==> src/rtl/router_pkg.sv <==
// Shared constants, state encoding and header/parity helpers for the router packet transmitter.
package router_pkg;

  localparam int DATA_W    = 8;
  localparam int ADDR_W    = 2;
  localparam int LEN_W     = 6;
  localparam int BUF_DEPTH = 63;

  localparam logic [ADDR_W-1:0] PORT_0       = 2'd0;
  localparam logic [ADDR_W-1:0] PORT_1       = 2'd1;
  localparam logic [ADDR_W-1:0] PORT_2       = 2'd2;
  localparam logic [ADDR_W-1:0] PORT_ILLEGAL = 2'd3;

  typedef enum logic [1:0] {
    TX_IDLE    = 2'd0,
    TX_HEADER  = 2'd1,
    TX_PAYLOAD = 2'd2,
    TX_PARITY  = 2'd3
  } tx_state_t;

  function automatic logic [DATA_W-1:0] make_header(input logic [LEN_W-1:0]  len,
                                                    input logic [ADDR_W-1:0] addr);
    return {len, addr};
  endfunction

  function automatic logic [DATA_W-1:0] parity_fold(input logic [DATA_W-1:0] par,
                                                    input logic [DATA_W-1:0] data);
    return par ^ data;
  endfunction

endpackage

==> src/rtl/router_pkt_buf.sv <==
// Payload buffer: register array with async read, write/read pointers, fill count and flush.
module router_pkt_buf
  import router_pkg::*;
(
  input  logic              clk,
  input  logic              resetn,
  input  logic              wr_en,
  input  logic [DATA_W-1:0] wr_data,
  input  logic              rd_en,
  input  logic              flush,
  output logic [DATA_W-1:0] rd_data,
  output logic [LEN_W-1:0]  count,
  output logic              full
);

  logic [DATA_W-1:0] mem_r [BUF_DEPTH];
  logic [LEN_W-1:0]  wr_ptr_r;
  logic [LEN_W-1:0]  rd_ptr_r;
  logic [LEN_W-1:0]  count_r;
  logic              wr_ok_s;

  assign full    = (count_r == LEN_W'(BUF_DEPTH));
  assign wr_ok_s = wr_en && !full;
  assign rd_data = mem_r[rd_ptr_r];
  assign count   = count_r;

  // Payload storage; contents are don't-care until written, so no reset.
  always_ff @(posedge clk) begin
    if (wr_ok_s) begin
      mem_r[wr_ptr_r] <= wr_data;
    end
  end

  // Pointers and count; reads replay the packet and do not shrink the count until flush.
  always_ff @(posedge clk or negedge resetn) begin
    if (!resetn) begin
      wr_ptr_r <= 6'd0;
      rd_ptr_r <= 6'd0;
      count_r  <= 6'd0;
    end else if (flush) begin
      wr_ptr_r <= 6'd0;
      rd_ptr_r <= 6'd0;
      count_r  <= 6'd0;
    end else begin
      if (wr_ok_s) begin
        wr_ptr_r <= wr_ptr_r + 6'd1;
        count_r  <= count_r + 6'd1;
      end
      if (rd_en) begin
        rd_ptr_r <= rd_ptr_r + 6'd1;
      end
    end
  end

endmodule

==> src/rtl/router_pkt_tx.sv <==
// Router input-port packet source: buffers a payload, then streams header, payload and parity
// without bubbles, holding each beat while the router is busy.
module router_pkt_tx
  import router_pkg::*;
(
  input  logic              clk,
  input  logic              resetn,
  input  logic              wr_en,
  input  logic [DATA_W-1:0] wr_data,
  output logic [LEN_W-1:0]  buf_count,
  output logic              buf_full,
  input  logic              start,
  input  logic [ADDR_W-1:0] dest_addr,
  input  logic              inject_err,
  input  logic              router_busy,
  output logic [DATA_W-1:0] data_out,
  output logic              packet_valid,
  output logic              tx_active,
  output logic              tx_done,
  output logic              start_err
);

  tx_state_t         state_r;
  logic [DATA_W-1:0] data_out_r;
  logic [DATA_W-1:0] par_r;
  logic              pv_r;
  logic              tx_done_r;
  logic              start_err_r;
  logic              inj_r;
  logic [LEN_W-1:0]  len_r;
  logic [LEN_W-1:0]  sent_r;

  logic              consume_s;
  logic              idle_s;
  logic              wr_take_s;
  logic              more_s;
  logic              rd_en_s;
  logic              flush_s;
  logic [LEN_W-1:0]  len_eff_s;
  logic [DATA_W-1:0] rd_data_s;

  assign idle_s    = (state_r == TX_IDLE);
  assign tx_active = !idle_s;
  assign consume_s = tx_active && !router_busy;
  // A write landing in the same cycle as start belongs to this packet.
  assign wr_take_s = wr_en && idle_s && !buf_full;
  assign len_eff_s = buf_count + {{(LEN_W-1){1'b0}}, wr_take_s};
  assign more_s    = (sent_r < len_r);
  assign rd_en_s   = consume_s && ((state_r == TX_HEADER) || (state_r == TX_PAYLOAD)) && more_s;
  assign flush_s   = consume_s && (state_r == TX_PARITY);

  assign data_out     = data_out_r;
  assign packet_valid = pv_r;
  assign tx_done      = tx_done_r;
  assign start_err    = start_err_r;

  router_pkt_buf u_buf (
    .clk     (clk),
    .resetn  (resetn),
    .wr_en   (wr_en && idle_s),
    .wr_data (wr_data),
    .rd_en   (rd_en_s),
    .flush   (flush_s),
    .rd_data (rd_data_s),
    .count   (buf_count),
    .full    (buf_full)
  );

  // Transmit FSM with parity accumulator and registered beat outputs.
  always_ff @(posedge clk or negedge resetn) begin
    if (!resetn) begin
      state_r     <= TX_IDLE;
      data_out_r  <= 8'h00;
      par_r       <= 8'h00;
      pv_r        <= 1'b0;
      tx_done_r   <= 1'b0;
      start_err_r <= 1'b0;
      inj_r       <= 1'b0;
      len_r       <= 6'd0;
      sent_r      <= 6'd0;
    end else begin
      tx_done_r   <= 1'b0;
      start_err_r <= 1'b0;
      case (state_r)
        TX_IDLE: begin
          if (start) begin
            if ((len_eff_s != 6'd0) && (dest_addr != PORT_ILLEGAL)) begin
              state_r    <= TX_HEADER;
              len_r      <= len_eff_s;
              inj_r      <= inject_err;
              sent_r     <= 6'd0;
              data_out_r <= make_header(len_eff_s, dest_addr);
              par_r      <= make_header(len_eff_s, dest_addr);
              pv_r       <= 1'b1;
            end else begin
              start_err_r <= 1'b1;
            end
          end
        end
        TX_HEADER, TX_PAYLOAD: begin
          if (consume_s) begin
            if (more_s) begin
              data_out_r <= rd_data_s;
              par_r      <= parity_fold(par_r, rd_data_s);
              sent_r     <= sent_r + 6'd1;
              state_r    <= TX_PAYLOAD;
            end else begin
              data_out_r <= parity_fold(par_r, {{(DATA_W-1){1'b0}}, inj_r});
              pv_r       <= 1'b0;
              state_r    <= TX_PARITY;
            end
          end
        end
        TX_PARITY: begin
          if (consume_s) begin
            data_out_r <= 8'h00;
            tx_done_r  <= 1'b1;
            state_r    <= TX_IDLE;
          end
        end
        default: begin
          state_r    <= TX_IDLE;
          data_out_r <= 8'h00;
          pv_r       <= 1'b0;
        end
      endcase
    end
  end

endmodule
==> config.mk <==
export PLATFORM = sky130hd
export DESIGN_NAME = router_pkt_tx
export DESIGN_NICKNAME = d
export VERILOG_FILES = /design/src/rtl/router_pkg.sv /design/src/rtl/router_pkt_buf.sv /design/src/rtl/router_pkt_tx.sv
export SDC_FILE = /design/constraint.sdc
export NUM_CORES = 1
export LEC_CHECK = 0
export BUFFER_PORTS_ARGS = -buffer_cell sky130_fd_sc_hd__buf_2
export CAP_MARGIN = 20
export CORE_MARGIN = 4
export CORE_UTILIZATION = 30
export DETAILED_ROUTE_END_ITERATION = 6
export GPL_TIMING_DRIVEN = 0
export PLACE_DENSITY = 0.52
export SYNTH_ARGS = -nofsm -noshare
export SYNTH_HDL_FRONTEND = slang
export SYNTH_SLANG_ARGS = --single-unit
==> constraint.sdc <==
create_clock -name clk -period 9.38 [get_ports clk]
set_clock_uncertainty 0.1 [all_clocks]
set_input_delay 0.469 -clock clk [delete_from_list [all_inputs] [get_ports clk]]
set_output_delay 0.469 -clock clk [all_outputs]
set_load 0.02 [all_outputs]
======== Yosys cells after proc, flatten, opt, wreduce, memory -nomap -nowiden ========
Memories as Yosys holds them, arrays and structs flattened.
Cells that the tools add are included.
storage, ports and cells
  memories ................................ 1
  register bits ........................... 52
  logic and storage cells ................. 91
  output and inout bits ................... 19
  bits in writable memories ............... 504
  bits of input ports ..................... 16
operators by class
  reductions and logical operators ........ 21
  equality and inequality tests ........... 11
  order comparisons ....................... 1
  add/sub/neg operators ................... 5
  bitwise operators ....................... 2
  multiplexer cells ....................... 38
memory list
  memory       words  width  rd ports  clocked after Yosys merged registers in  wr ports  RTL line              text
  u_buf.mem_r  63     8      1         0                                        1         router_pkt_buf.sv:16  logic [DATA_W-1:0] mem_r [BUF_DEPTH];
operator list
  cell                 count
  $mux 6               10
  $mux 8               7
  $add 6x1->6 const B  4
  $pmux 8 s3           1
  $pmux 8 s2           1
  $mux 1               12
  $ne 2x2->1 const B   6
  $pmux 6 s2           1
  $reduce_and 5->1     2
  $mux 2               4
  $xor 8x1->8          1
  $xor 8x8->8          1
  $logic_and 1x1->1    7
  $add 6x1->6          1
  $eq 6x6->1 const B   1
  $lt 6x6->1           1
  $pmux 2 s3           1
  $reduce_bool 2->1    3
  $reduce_bool 6->1    1
  $eq 2x2->1 const B   2
  $reduce_and 4->1     1
  $logic_not 1->1      3
  $reduce_and 3->1     1
  $eq 2x1->1 const B   1
  5 further kinds      5

======== Longest topological paths before layout ========
  depth in word-level cells ............... 9
  mapped depth ............................ 14
  mapped depth without buffers ............ 12

======== Cells and area by module ========
A second synthesis with hierarchy kept.
second synthesis, totals
  cells, all modules ...................... 1,318
  area total of the unflattened synthesis .. 22,929.5 µm²
by module, submodules not included
  module          cells each  seq. area each (µm²)  instances  area each (µm²)
  router_pkt_buf  1,092       15,584.9              1          20,801.2
  router_pkt_tx   226         850.8                 1          2,128.3

======== Least setup slack after synthesis ========
No wires, ideal clock.
  path kind ............................... reg-to-reg
  start ................................... reg u_buf.count_r[4], in the netlist u_buf.count[4]
  end ..................................... reg data_out_r[5], in the netlist data_out[5]
  library setup time ...................... 0.140 ns
  period minus slack after synthesis ...... 3.973 ns
  required time ........................... 9.140 ns
  path slack .............................. 5.407 ns
  stages on the path, launching flop included .. 15
  arrival time ............................ 3.733 ns
  buffers on the path ..................... 3
  cell sequence ........................... dfrtp_1 -> clkbuf_1 -> and3_1 -> and3_1 -> nor2_1 -> clkbuf_1 -> ha_1 -> ha_1 -> nor3b_1 -> mux2_2 -> nand4_1 -> a21oi_1 -> clkbuf_1 -> mux2i_1 -> a31oi_1
on the way
  cells in the longest elaborated chain, start to end .. 8
  elaborated cells between the ends (all ways) .. 11
  classes of those cells .................. 1 x add/sub; 2 x eq/ne; 3 x mux; 5 x reduce/logical
RTL lines
  element                            RTL line              text
  start: declaration                 router_pkt_buf.sv:19  logic [LEN_W-1:0] count_r;
  start signal: assignment           router_pkt_buf.sv:47  count_r <= count_r + 6'd1;
  $eq 6x6->1                         router_pkt_buf.sv:22  assign full = (count_r == LEN_W'(BUF_DEPTH));
  via buf_full                       router_pkt_tx.sv:11   output logic buf_full,
  $logic_not 1->1                    router_pkt_tx.sv:46   assign wr_take_s = wr_en && idle_s && !buf_full;
  $logic_and 1x1->1                  router_pkt_tx.sv:46
  $add 6x1->6                        router_pkt_tx.sv:47   assign len_eff_s = buf_count + {{(LEN_W-1){1'b0}}, wr_take_s};
  via len_eff_s[1]                   router_pkt_tx.sv:39   logic [LEN_W-1:0] len_eff_s;
  $reduce_bool 6->1                  router_pkt_tx.sv:87   if ((len_eff_s != 6'd0) && (dest_addr != PORT_ILLEGAL)) begin
  $logic_and 1x1->1                  router_pkt_tx.sv:87
  $ne 2x1->1 (no source line)        -
  $reduce_and 4->1 (no source line)  -
  end signal: assignment             router_pkt_tx.sv:92   data_out_r <= make_header(len_eff_s, dest_addr);
  end signal: assignment             router_pkt_tx.sv:103  data_out_r <= rd_data_s;
  end signal: assignment             router_pkt_tx.sv:108  data_out_r <= parity_fold(par_r, {{(DATA_W-1){1'b0}}, inj_r});
  end: declaration                   router_pkt_tx.sv:24   logic [DATA_W-1:0] data_out_r;
The timed path passes the listed nets, and every way through them passes these cells. The select of a mux whose other input is x is not followed.
A chain may end at the register's enable or synchronous reset.

======== Worst setup path in the final report ========
  start ................................... reg u_buf.count_r[4], in the netlist u_buf.count[4]
  end ..................................... reg data_out_r[5], in the netlist data_out[5]
on the way
  cells in the longest elaborated chain, start to end .. 8
  elaborated cells between the ends (all ways) .. 11
  classes of those cells .................. 1 x add/sub; 2 x eq/ne; 3 x mux; 5 x reduce/logical
RTL lines
  element                            RTL line
  $eq 6x6->1                         router_pkt_buf.sv:22
  $logic_not 1->1                    router_pkt_tx.sv:46
  $logic_and 1x1->1                  router_pkt_tx.sv:46
  $add 6x1->6                        router_pkt_tx.sv:47
  via len_eff_s[1]                   router_pkt_tx.sv:39
  $reduce_bool 6->1                  router_pkt_tx.sv:87
  $logic_and 1x1->1                  router_pkt_tx.sv:87
  $ne 2x1->1 (no source line)        -
  $reduce_and 4->1 (no source line)  -
The timed path passes the listed nets, and every way through them passes these cells. The select of a mux whose other input is x is not followed.

==> out/metrics.cfg <==
[status]
run_status=finished, final reports clean

[clock_tree]
cts-root-buf=clkbuf_16
cts_buffers=59
insertion_delay_ns=0.63
cts_tree=done
ctsResizeCount=0
clockBufferDepth=3
cts_hold_buf=3
h-tree-depth=2
cts.sinks=556
cts_setup_buffers=0
path_clk_slew_ns=0.06

[yosys]
async_reset_ff_share_pct=9.353
synth_commonest_cells=edfxtp_1, nor2_1, mux4_2
synth_edf_count=504
synth.area.top_cells=edfxtp_1, mux4_2, dfrtp_1
ys_ff_latch=556
syn-num-nets=1327
synth_most_common_cell=edfxtp_1
yosys.area.top_type=edfxtp_1
syn_inst=1297
synth_flop_cell=edfxtp_1
syn_area_mm2=0.02281
yosysSeqAreaShare_pct=72.06
syn_area_per_cell_um2=17.59
yosysUniqueCellTypes=72
ys_warn_count=0
synth_top_area_share_pct=66.35

[floorplanning]
initial_core_util_pct=30.43
io-pin-count=35
dieArea_mm2=0.08051
core_area_mm2=0.07495
die_x_um=283.7
rows=100
chipHeight_um=283.7

[sta]
setup_viol_count_final=0
slew_headroom_pct=20.64
setup_ws_ns=4.750
fmax_mhz=216.0
period_minus_slack_ns=4.630
finalSetupTns_ns=0
period_share_pct=49.36
finalHoldViolCount=0
drv_slew=0
rsz0062_at_grt=no
worst_pin_slew_ns=1.190

[placed_design]
hpwlAfterDp_um=44810
port_buffers=34
place_congestion=0.8874
place_ws_ns=4.766

[cells_and_area]
drive_gt1_share_pct=19.42
fin_util_pct=35.06
multi_input_area_mm2=0.005912
nets=1434
seqCellArea_mm2=0.01644
diodes=0
syn_to_final_growth_pct=15.21
fillers=7031

[power_and_ir_drop]
sequentialPowerShare_pct=37.5
p_leak_nw=8.520
switching_share_pct=34.30
ir_drop_v=0.0001463
powerDensity_mw_per_mm2=293.3
clkPwrFrac_pct=29.7
p_switching_w=0.002644
combPwrFrac_pct=32.7
p_int_w=0.005064

[detailed_routing]
routed_wl_um=68550
wl_per_cell_um=28.31
drt-vias-per-instance=5.278
drt_iter0_drc=1464
drt_first_pass_iters=5
wl_met3_um=5266
drc=0
vias=12780
postRouteAntennaNets=0
met2_length_um=31690
top_layer=met4
met1_length_um=29450

[critical_path]
critPathMaxFanout=10
required_ns=9.74
endpoint_kind=flop
path_class=flop to flop
start_kind=flop
cp.arrival_ns=4.99

[global_route]
grt_overflow=0
grt_usage_pct=16.76
antenna_found_initial=1
grt_pass1_vias=12780
grt_pass1_wl_um=97140
grt_max_degree=64

[hold_path]
hold_path.class=input port to flop

[flow_run]
maxCapViolations=0

-- stage by stage --
stage / area, um2 / hold slack, ns / cells / total power, W
finish: 26280 / 0.06136 / 2421 / 0.007709
global route: 26280 / 0.06558 / 2421 / 0.008002
global placement: 24190 / 0.3732 / 2300 / 0.005433
CTS: 26200 / 0.03374 / 2417 / 0.007741
floorplan: 22810 / 0.07341 / 1297 / 0.004483
detailed placement: 24290 / 0.3266 / 2305 / 0.005451
-- final cells by class --
| cell class | instances | area share [%] |
|---|---|---|
| flip-flops and latches | 556 | 62.54 |
| multi-input cells | 646 | 22.50 |
| clock buffers | 72 | 5.804 |
| well taps | 969 | 4.614 |
| repair buffers | 46 | 1.447 |
| plain buffers | 73 | 1.443 |
| clock inverters | 37 | 1.338 |
| inverters | 22 | 0.3142 |
-- metal layers --
layer / track usage (%) / up-vias
li1: - / 5407
met2: 26.41 / 503
met3: 3.839 / 102
met5: 0 / -
met1: 23.02 / 6766
met4: 5.596 / 0
-- path summary, 6_finish.rpt --
kind	start	end	slack, ns	depth (start not counted)
min in group asynchronous	resetn	sent_r[1]	0.20	2
worst max register to register	u_buf.count[4]	data_out[5]	4.75	14
worst max-delay path	u_buf.count[4]	data_out[5]	4.75	14
max in group asynchronous	resetn	data_out[1]	8.42	3
worst min-delay path	dest_addr[1]	par_r[1]	0.06	3
worst min register to register	len_r[1]	len_r[1]	0.39	2
-- cell usage in the layout, fill, tap and decap left out, types with 8 or more instances in the layout --
master | Yosys | final
nand3_1 | 19 | 19
o211ai_1 | 8 | 8
ha_1 | 14 | 14
edfxtp_1 | 504 | 504
o22ai_1 | 8 | 8
o21ai_0 | 20 | 20
buf_12 | 0 | 9
inv_1 | 21 | 21
mux2i_1 | 57 | 57
nor2b_1 | 9 | 9
buf_4 | 8 | 8
nand2_1 | 52 | 52
mux4_2 | 104 | 104
clkbuf_1 | 36 | 49
a31oi_1 | 14 | 14
clkbuf_16 | 0 | 59
clkinv_1 | 1 | 17
nor3_1 | 9 | 9
mux2_2 | 14 | 14
xor2_1 | 10 | 10
xnor2_1 | 12 | 12
dfrtp_1 | 52 | 52
a22oi_1 | 18 | 18
a21oi_1 | 19 | 19
nor2_1 | 112 | 112
nand2b_1 | 13 | 13
buf_2 | 15 | 49
and2_1 | 11 | 11
nand4_1 | 13 | 13
clkinv_2 | 0 | 9
-- cells by family after synthesis --
logic type	Yosys count	synth area share, %
AO/OA/AOI/OAI	156	4.981
XOR/XNOR	22	0.8447
adder cells (fa/ha/maj)	14	0.7680
buffers and inverters	95	2.024
flip-flops	556	72.06
multiplexers	175	13.46
AND/OR/NAND/NOR	279	5.864
-- state kept, by name (all words and copies together) (netlist names) --
| register | count |
|---|---|
| state_r | 2 |
| u_buf.wr_ptr_r | 6 |
| inj_r | 1 |
| par_r | 8 |
| data_out | 8 |
| tx_done | 1 |
| start_err | 1 |
| sent_r | 6 |
| u_buf.count | 6 |
| u_buf.mem_r | 504 |
| len_r | 6 |
| packet_valid | 1 |
| u_buf.rd_ptr_r | 6 |
-- power groups by stage --
stage	Clock (W)	Combinational [W]	Sequential (W)
after detailed placement	0	0.00251	0.00295
after floorplan	0	0.00153	0.00295
final	0.00229	0.00252	0.00289
after global routing	0.00243	0.00267	0.00290
after global placement	0	0.00249	0.00294
after CTS	0.00233	0.00252	0.00289
-- critical path: stages (launching register included) --
cell and delay, ns:
dfrtp_1 0.37, clkbuf_1 0.19, and3_1 0.24, and3_1 0.23, nor2_1 0.37, clkbuf_1 0.46, ha_1 0.26, ha_1 0.26
nor3b_1 0.20, mux2_2 0.19, nand4_1 0.32, a21oi_1 0.48, clkbuf_1 0.47, mux2i_1 0.26, a31oi_1 0.07
(Power assumes the default switching activity.)
